--- src/rtl/slave_port_initiator.sv ---
// Request/response bridge onto the two-channel slave memory port of an HLS top.
// One transaction in flight; each slave cycle is bounded by a DataRdy timeout.
module slave_port_initiator #(
  parameter int ADDR_W  = 7,
  parameter int DATA_W  = 8,
  parameter int SIZE_W  = 4,
  parameter int TIMEOUT = 255
) (
  input  logic                  clock,
  input  logic                  reset,
  input  logic                  core_busy,
  input  logic                  req_valid,
  output logic                  req_ready,
  input  logic                  req_we,
  input  logic                  req_ch,
  input  logic [ADDR_W-1:0]     req_addr,
  input  logic [DATA_W-1:0]     req_wdata,
  input  logic [SIZE_W-1:0]     req_size,
  output logic                  rsp_valid,
  input  logic                  rsp_ready,
  output logic [DATA_W-1:0]     rsp_rdata,
  output logic                  rsp_err,
  output logic [1:0]            S_oe_ram,
  output logic [1:0]            S_we_ram,
  output logic [2*ADDR_W-1:0]   S_addr_ram,
  output logic [2*DATA_W-1:0]   S_Wdata_ram,
  output logic [2*SIZE_W-1:0]   S_data_ram_size,
  input  logic [2*DATA_W-1:0]   Sout_Rdata_ram,
  input  logic [1:0]            Sout_DataRdy,
  output logic [15:0]           txn_count
);

  typedef enum logic [1:0] {IDLE, ISSUE, RESP} state_t;

  // Last strobe cycle index before giving up (counter starts at 0).
  localparam logic [15:0] TMO_LAST = 16'(TIMEOUT - 1);

  state_t              state_q, state_d;
  logic                we_q, we_d;
  logic                ch_q, ch_d;
  logic [ADDR_W-1:0]   addr_q, addr_d;
  logic [DATA_W-1:0]   wdata_q, wdata_d;
  logic [SIZE_W-1:0]   size_q, size_d;
  logic [DATA_W-1:0]   rdata_q, rdata_d;
  logic                err_q, err_d;
  logic [15:0]         tmo_q, tmo_d;
  logic [15:0]         txn_q, txn_d;

  logic                rdy_sel;
  logic [DATA_W-1:0]   rdata_sel;

  assign rdy_sel   = Sout_DataRdy[ch_q];
  assign rdata_sel = ch_q ? Sout_Rdata_ram[2*DATA_W-1:DATA_W] : Sout_Rdata_ram[DATA_W-1:0];

  always_comb begin
    // NOTE: every variable gets a default first so no path leaves one unassigned (no latches).
    state_d   = state_q;
    we_d      = we_q;
    ch_d      = ch_q;
    addr_d    = addr_q;
    wdata_d   = wdata_q;
    size_d    = size_q;
    rdata_d   = rdata_q;
    err_d     = err_q;
    tmo_d     = tmo_q;
    txn_d     = txn_q;
    req_ready = 1'b0;
    case (state_q)
      IDLE: begin
        req_ready = !core_busy && !reset;
        if (req_valid && req_ready) begin
          we_d    = req_we;
          ch_d    = req_ch;
          addr_d  = req_addr;
          wdata_d = req_wdata;
          size_d  = req_size;
          tmo_d   = '0;
          state_d = ISSUE;
        end
      end
      ISSUE: begin
        tmo_d = tmo_q + 16'd1;
        // DataRdy is checked first so a completion on the timeout edge still succeeds.
        if (rdy_sel) begin
          rdata_d = we_q ? '0 : rdata_sel;
          err_d   = 1'b0;
          state_d = RESP;
        end else if (tmo_q == TMO_LAST) begin
          rdata_d = '0;
          err_d   = 1'b1;
          state_d = RESP;
        end
      end
      RESP: begin
        if (rsp_ready) begin
          txn_d   = txn_q + 16'd1;
          state_d = IDLE;
        end
      end
      default: state_d = IDLE;
    endcase
  end

  always_comb begin
    S_oe_ram        = '0;
    S_we_ram        = '0;
    S_addr_ram      = '0;
    S_Wdata_ram     = '0;
    S_data_ram_size = '0;
    if (state_q == ISSUE) begin
      if (we_q) S_we_ram[ch_q] = 1'b1;
      else      S_oe_ram[ch_q] = 1'b1;
      if (ch_q) begin
        S_addr_ram[2*ADDR_W-1:ADDR_W]      = addr_q;
        S_Wdata_ram[2*DATA_W-1:DATA_W]     = we_q ? wdata_q : '0;
        S_data_ram_size[2*SIZE_W-1:SIZE_W] = size_q;
      end else begin
        S_addr_ram[ADDR_W-1:0]      = addr_q;
        S_Wdata_ram[DATA_W-1:0]     = we_q ? wdata_q : '0;
        S_data_ram_size[SIZE_W-1:0] = size_q;
      end
    end
  end

  // NOTE: state registers use non-blocking assignments so all flops update together at the edge.
  always_ff @(posedge clock) begin
    if (reset) begin
      state_q <= IDLE;
      we_q    <= 1'b0;
      ch_q    <= 1'b0;
      addr_q  <= '0;
      wdata_q <= '0;
      size_q  <= '0;
      rdata_q <= '0;
      err_q   <= 1'b0;
      tmo_q   <= '0;
      txn_q   <= '0;
    end else begin
      state_q <= state_d;
      we_q    <= we_d;
      ch_q    <= ch_d;
      addr_q  <= addr_d;
      wdata_q <= wdata_d;
      size_q  <= size_d;
      rdata_q <= rdata_d;
      err_q   <= err_d;
      tmo_q   <= tmo_d;
      txn_q   <= txn_d;
    end
  end

  assign rsp_valid = (state_q == RESP);
  assign rsp_rdata = rdata_q;
  assign rsp_err   = err_q;
  assign txn_count = txn_q;

endmodule
--- config.mk ---
export PLATFORM = sky130hd
export DESIGN_NAME = slave_port_initiator
export DESIGN_NICKNAME = d
export VERILOG_FILES = /design/src/rtl/slave_port_initiator.sv
export SDC_FILE = /design/constraint.sdc
export NUM_CORES = 1
export LEC_CHECK = 0
export CAP_MARGIN = 10
export CORE_MARGIN = 1.5
export CORE_UTILIZATION = 40
export CTS_CLUSTER_SIZE = 12
export DETAILED_ROUTE_END_ITERATION = 7
export PLACE_DENSITY = 0.71
export SLEW_MARGIN = 15
export SYNTH_ARGS = -nofsm -noshare
export SYNTH_HDL_FRONTEND = slang
export SYNTH_SLANG_ARGS = --single-unit
export TNS_END_PERCENT = 30
--- constraint.sdc ---
create_clock -name clock -period 1.85 [get_ports clock]
set_input_delay 0.185 -clock clock [delete_from_list [all_inputs] [get_ports clock]]
set_output_delay 0.185 -clock clock [all_outputs]
set_load 0.02 [all_outputs]
# --- Yosys cells after proc, flatten, opt, wreduce, memory -nomap -nowiden ---
# Cells that the tools add are included.
totals:
  reg_bits: 64
  input_bits: 44
classes:
  n_addsub: 2
  magnitude_cmp: 2
  eq_ne: 6
  muxes: 32
  n_reduce_logical: 13
op_table:
  columns: ["op", "count"]
  rows:
  - ["8-bit two-way mux", 8]
  - ["16-bit by 1-bit adder with 16-bit output, second input constant", 2]
  - ["16-bit two-way mux", 2]
  - ["16-bit case mux with 2 select lines", 1]
  - ["16-bit by 8-bit equality test with 1-bit output, second input constant", 1]
  - ["2-bit two-way mux", 8]
  - ["14-bit two-way mux", 1]
  - ["7-bit two-way mux", 2]
  - ["4-bit two-way mux", 2]
  - ["2-bit AND reduction", 4]
  - ["1-bit two-way mux", 6]
  - ["2-bit case mux with 3 select lines", 1]
  - ["2-bit nonzero test", 2]
  - ["1-bit logical AND", 3]
  - ["3-bit != test, second input constant", 1]
  - ["3-bit AND reduction", 1]
  - ["2-bit by 1-bit equality test with 1-bit output, second input constant", 1]
  - ["2-bit equality test, second input constant", 1]
  - ["1-bit logical NOT", 2]
  - ["2-bit logical NOT", 1]
  - ["1-bit by 2-bit less-than comparator with 1-bit output, second input constant", 1]
  - ["2-bit by 1-bit != test with 1-bit output, second input constant", 1]
  - ["2-bit != test, second input constant", 1]
  - ["1-bit demux with 1-bit select", 1]
  - ["1-bit >= comparator, second input constant", 1]

# --- Depth between registers and ports, before layout ---
depth:
  word_depth: 6
  ltp_mapped: 7

# --- Worst setup path after synthesis ---
# No wires, ideal clock.
synth_timing:
  path_kind: "reg2reg"
  startpoint: "register tmo_q[1]"
  endpoint: "register err_q (netlist: rsp_err)"
  arrival_ps: 1815
  t_required_ps: 1790
  path_slack_ps: -25
  stages_incl_launch_ff: 7
  n_path_buf: 1
  path_cell_list: "dfxtp_1 ha_1 or4b_1 or4_1 buf_6 nor2_4 o221a_1"
synth_via:
  elab_chain_cells: 3
synth_rtl:
  columns: ["item", "line_no", "source"]
  rows:
  - ["start: declaration", "46", "logic [15:0] tmo_q, tmo_d;"]
  - ["start signal: assignment", "147", "tmo_q <= tmo_d;"]
  - ["16-bit by 8-bit equality test with 1-bit output", "88", "end else if (tmo_q == TMO_LAST) begin"]
  - ["2-bit nonzero test (no line)", null, null]
  - ["2-bit AND reduction (no line)", null, null]
  - ["end signal: assignment", "146", "err_q <= err_d;"]
  - ["end: declaration", "45", "logic err_q, err_d;"]
# No other way between the ends.
# A chain may end at the register's enable or synchronous reset.

# --- Worst setup path in the final report ---
layout_timing:
  startpoint: "register tmo_q[0]"
  endpoint: "register state_q[1]"
layout_via:
  elab_chain_cells: 3
layout_rtl:
  columns: ["item", "line_no", "source"]
  rows:
  - ["16-bit by 8-bit equality test with 1-bit output", "88", null]
  - ["3-bit != test (no line)", null, null]
  - ["3-bit AND reduction (no line)", null, null]
  - ["end signal: assignment", "139", "state_q <= state_d;"]
  - ["end: declaration", "38", "state_t state_q, state_d;"]
# No other way between the ends.

==> results.txt <==
slowest library cell on the worst path - or4_4
switch share - 24.1%
number of routed nets with antenna violations - 0
Critical Path Max Stage Delay - 500 ps
Power Dens Cells - 664 nW/µm²
# nets final - 578
total I/O pin count - 113
clock network latency to the later pin of the worst-skew pair - 340 ps
Std-Cell Core Area - 7730 µm²
Worst IR Drop VDD - 345 µV
top achievable clock speed - 528 MHz
worst reg2reg path depth - 7
post-synthesis cell count - 400
number of CTS-inserted buffers - 9
Rel. slew slack - 56.0%
number of hold-repair buffers added at the cts stage - 0
async set-reset flop share out of synthesis - 0%
hold path start - req_wdata[6]
first-pass GRT wire length - 15400 µm
Root Driver - clkbuf_8
buffer and inverter count on the worst path - 2
required time of the critical path - 2130 ps
commonest cells in the synthesized netlist - 64 x dfxtp_1, 52 x nand2_1, 51 x a21oi_1
CTS Buffer Depth - 2
Final period util - 102%
GRT Total Usage - 22.5%
initial antenna violation count - 0
post-CTS clock slew at the launch and capture registers of the worst setup and hold paths - 70 ps
fraction of final layout cells sized beyond drive strength 1 - 20.0%
number of warnings issued by yosys - 0
routed length per placed instance - 14.8 µm
time the worst path needs with I/O delays and setup - 1890 ps
proportion of netlist area held by the largest area contributor - 40.1%
Unique masters post-synth - 48
via count of the first global-routing pass - 3259
Finished Cell Area - 4720 µm²
violations in the final reports - setup timing
CP endpoint kind - flop
H-tree depth - 3
Die Height - 92.4 µm
via count - 3389
Psw - 0.757 mW
CTS tree - built
number of synthesized flops with an enable pin - 0
first-iteration detailed-routing DRC count - 117
fillers - 709
class of the worst hold path - in -> reg
count of final max-slew check failures - 0
register bit total from synthesis - 64
relative contribution of sequential cells to total power - 45.5%
number of detailed-routing iterations run before antenna repair - 4
Cell Rows - 32
CP Max Fanout - 10
vias per cell - 5.31
maximum number of pins on one net before global-route repair - 65
Area Overhead vs Synth - 47.9%
most used standard cell by instance count after synthesis - dfxtp_1
remaining global-route overflow - 0
starting utilization of the core area - 41.3%
crit path kind - reg -> reg
final HPWL from detailed placement - 6610 µm
Combinational Power Share - 11.2%
post-synthesis cell type with the largest combined area - dfxtp_1
R2R Path Start - tmo_q[0]
Arrival @ worst endpoint - 2180 ps
DR DRC count - 0
area of all sequential standard cells - 1280 µm²
sequential area share after synthesis - 40.1%
critical path startpoint category - flop
hold slack - 384 ps
part of the total power dissipated in the clock network - 43.3%
total die area - 8530 µm²
total detailed-routing wirelength - 9450 µm
worst clock skew on the final layout - 5.83 ps
total stage count of the critical path - 7
transition time of the tightest slew-check pin - 661 ps
sequence of cells on the critical path - inv_1 -> ha_1 -> or4b_1 -> or4_4 -> buf_6 -> nand2_2 -> a32o_1
number of max-capacitance violations reported - 0
Area contributors post-synth - dfxtp_1 40%, a21oi_1 8.0%, nand2_1 6.1%
Pint - 2.38 mW
leakage - 1.85 nW
last weighted congestion value of the routability-driven placer - 0.778
width of the chip - 92.4 µm
Post-synth top flop - dfxtp_1
fin worst setup slack - -43.7 ps
Antenna Diode Count - 0
number of nets in the synthesized netlist - 447
post-synthesis cell area - 3190 µm²
unrepaired setup endpoints after global routing - yes
final hold vios - 0
Port Buf Inserts - 112
Sinks on Clock Net - 64
Overall Power - 3.13 mW
crit path launch - tmo_q[0]
total setup violations reported at the end of the flow - 11
average size of a mapped cell - 7.99 µm²
result of the run - complete, but fails checks
total area of multi-input combinational cells - 1800 µm²
Cells on Worst Hold Path - 3
Placement Cell Area - 4610 µm²
cell class contributing the biggest share of worst-path delay - simple AND/OR/NAND/NOR gates
[sequential cells by signal (all words and copies together), names as in the netlist]
register,count
rsp_rdata,8
txn_count,16
addr_q,7
state_q,2
size_q,4
rsp_err,1
tmo_q,16
wdata_q,8
we_q,1
ch_q,1
[kinds of logic (layout without fill, tap and decap cells)]
kind of cell               after synthesis  after routing  share of synthesized area (%)
muxes                                   13             13                           4.15
buffers and inverters                   36            172                           4.94
and+or+nand+nor                        198            198                           33.2
xor gates and xnor gates                10             10                           2.74
adders and majority gates                3              3                           1.18
DFF                                     64             64                           40.1
AOI/OAI and AO/OA                       76             76                           13.7
[routing by layer]
metal / vias to the layer above / GRT usage [%] / wire (µm)
met5: - / 0 / 0
met2: 76 / 37.3 / 4700
met1: 1624 / 28.5 / 4210
li1: 1675 / - / -
met4: 0 / 8.21 / 125
met3: 14 / 4.93 / 417
[stage by stage]
| step | TNS (ps) | util (%) | setup slack [ps] | std cells |
|---|---|---|---|---|
| final | -340 | 61.1 | -43.7 | 638 |
| after global routing | -1130 | 61.1 | -111 | 638 |
| after CTS | -334 | 62.2 | -45.2 | 638 |
| after detailed placement | -1380 | 59.6 | -133 | 622 |
| after global placement | -146 | 59.6 | -80.5 | 622 |
| after floorplan | 0 | - | 0.315 | 400 |
[cell usage in the layout, fill, tap and decap left out, types with 3 or more instances in the layout]
cell type	instances
xor2_1	6
inv_1	5
ha_1	3
buf_6	3
and2_1	20
clkbuf_2	27
nor3_1	12
o21ai_0	8
mux2i_1	11
a21oi_1	51
and3_1	23
nor2_1	21
buf_2	4
clkdlybuf4s15_1	11
or3_1	6
clkbuf_8	10
xnor2_1	4
a311oi_1	3
dfxtp_1	62
nand4_1	7
nand2b_1	3
or4_1	6
clkdlybuf4s50_1	67
nand3_1	23
buf_4	36
nand2_1	51
[power by group through the flow]
stage / combinational [mW] / sequential (mW) / clock (mW)
6_report: 0.352 / 1.43 / 1.36
5_1_grt: 0.381 / 1.43 / 1.44
4_1_cts: 0.349 / 1.43 / 1.37
3_5_place_dp: 0.351 / 1.46 / 0
3_3_place_gp: 0.343 / 1.46 / 0
2_1_floorplan: 0.145 / 1.47 / 0
[worst paths after layout]
check,end,slack (ps)
max reg2reg,state_q[1],-40
min reg2reg,wdata_q[4],460
min,wdata_q[6],380
max,state_q[1],-40
[area by class of cell]
cell class                 instances  area share, %
clock buffer                      11           2.99
sequential                        64           27.2
inverter                           5          0.397
clock inverter                     5           1.69
timing repair buffer             151           27.0
multi-input combinational        300           38.0
tap                              102           2.70
[what timing repair did]
item | in CTS | in global routing
pin swaps | 0 | 1
setup endpoints to repair | 56 | 84
resized for setup | 68 | 70
gates cloned | 0 | 0
setup buffers | 0 | 0
[worst reg2reg max path, cell delays in order, from the launching register on]
cell,delay [ps]
dfxtp_1,320
inv_1,50
ha_1,130
or4b_1,430
or4_4,500
buf_6,170
nand2_2,70
a32o_1,160
(Power assumes the default switching activity.)
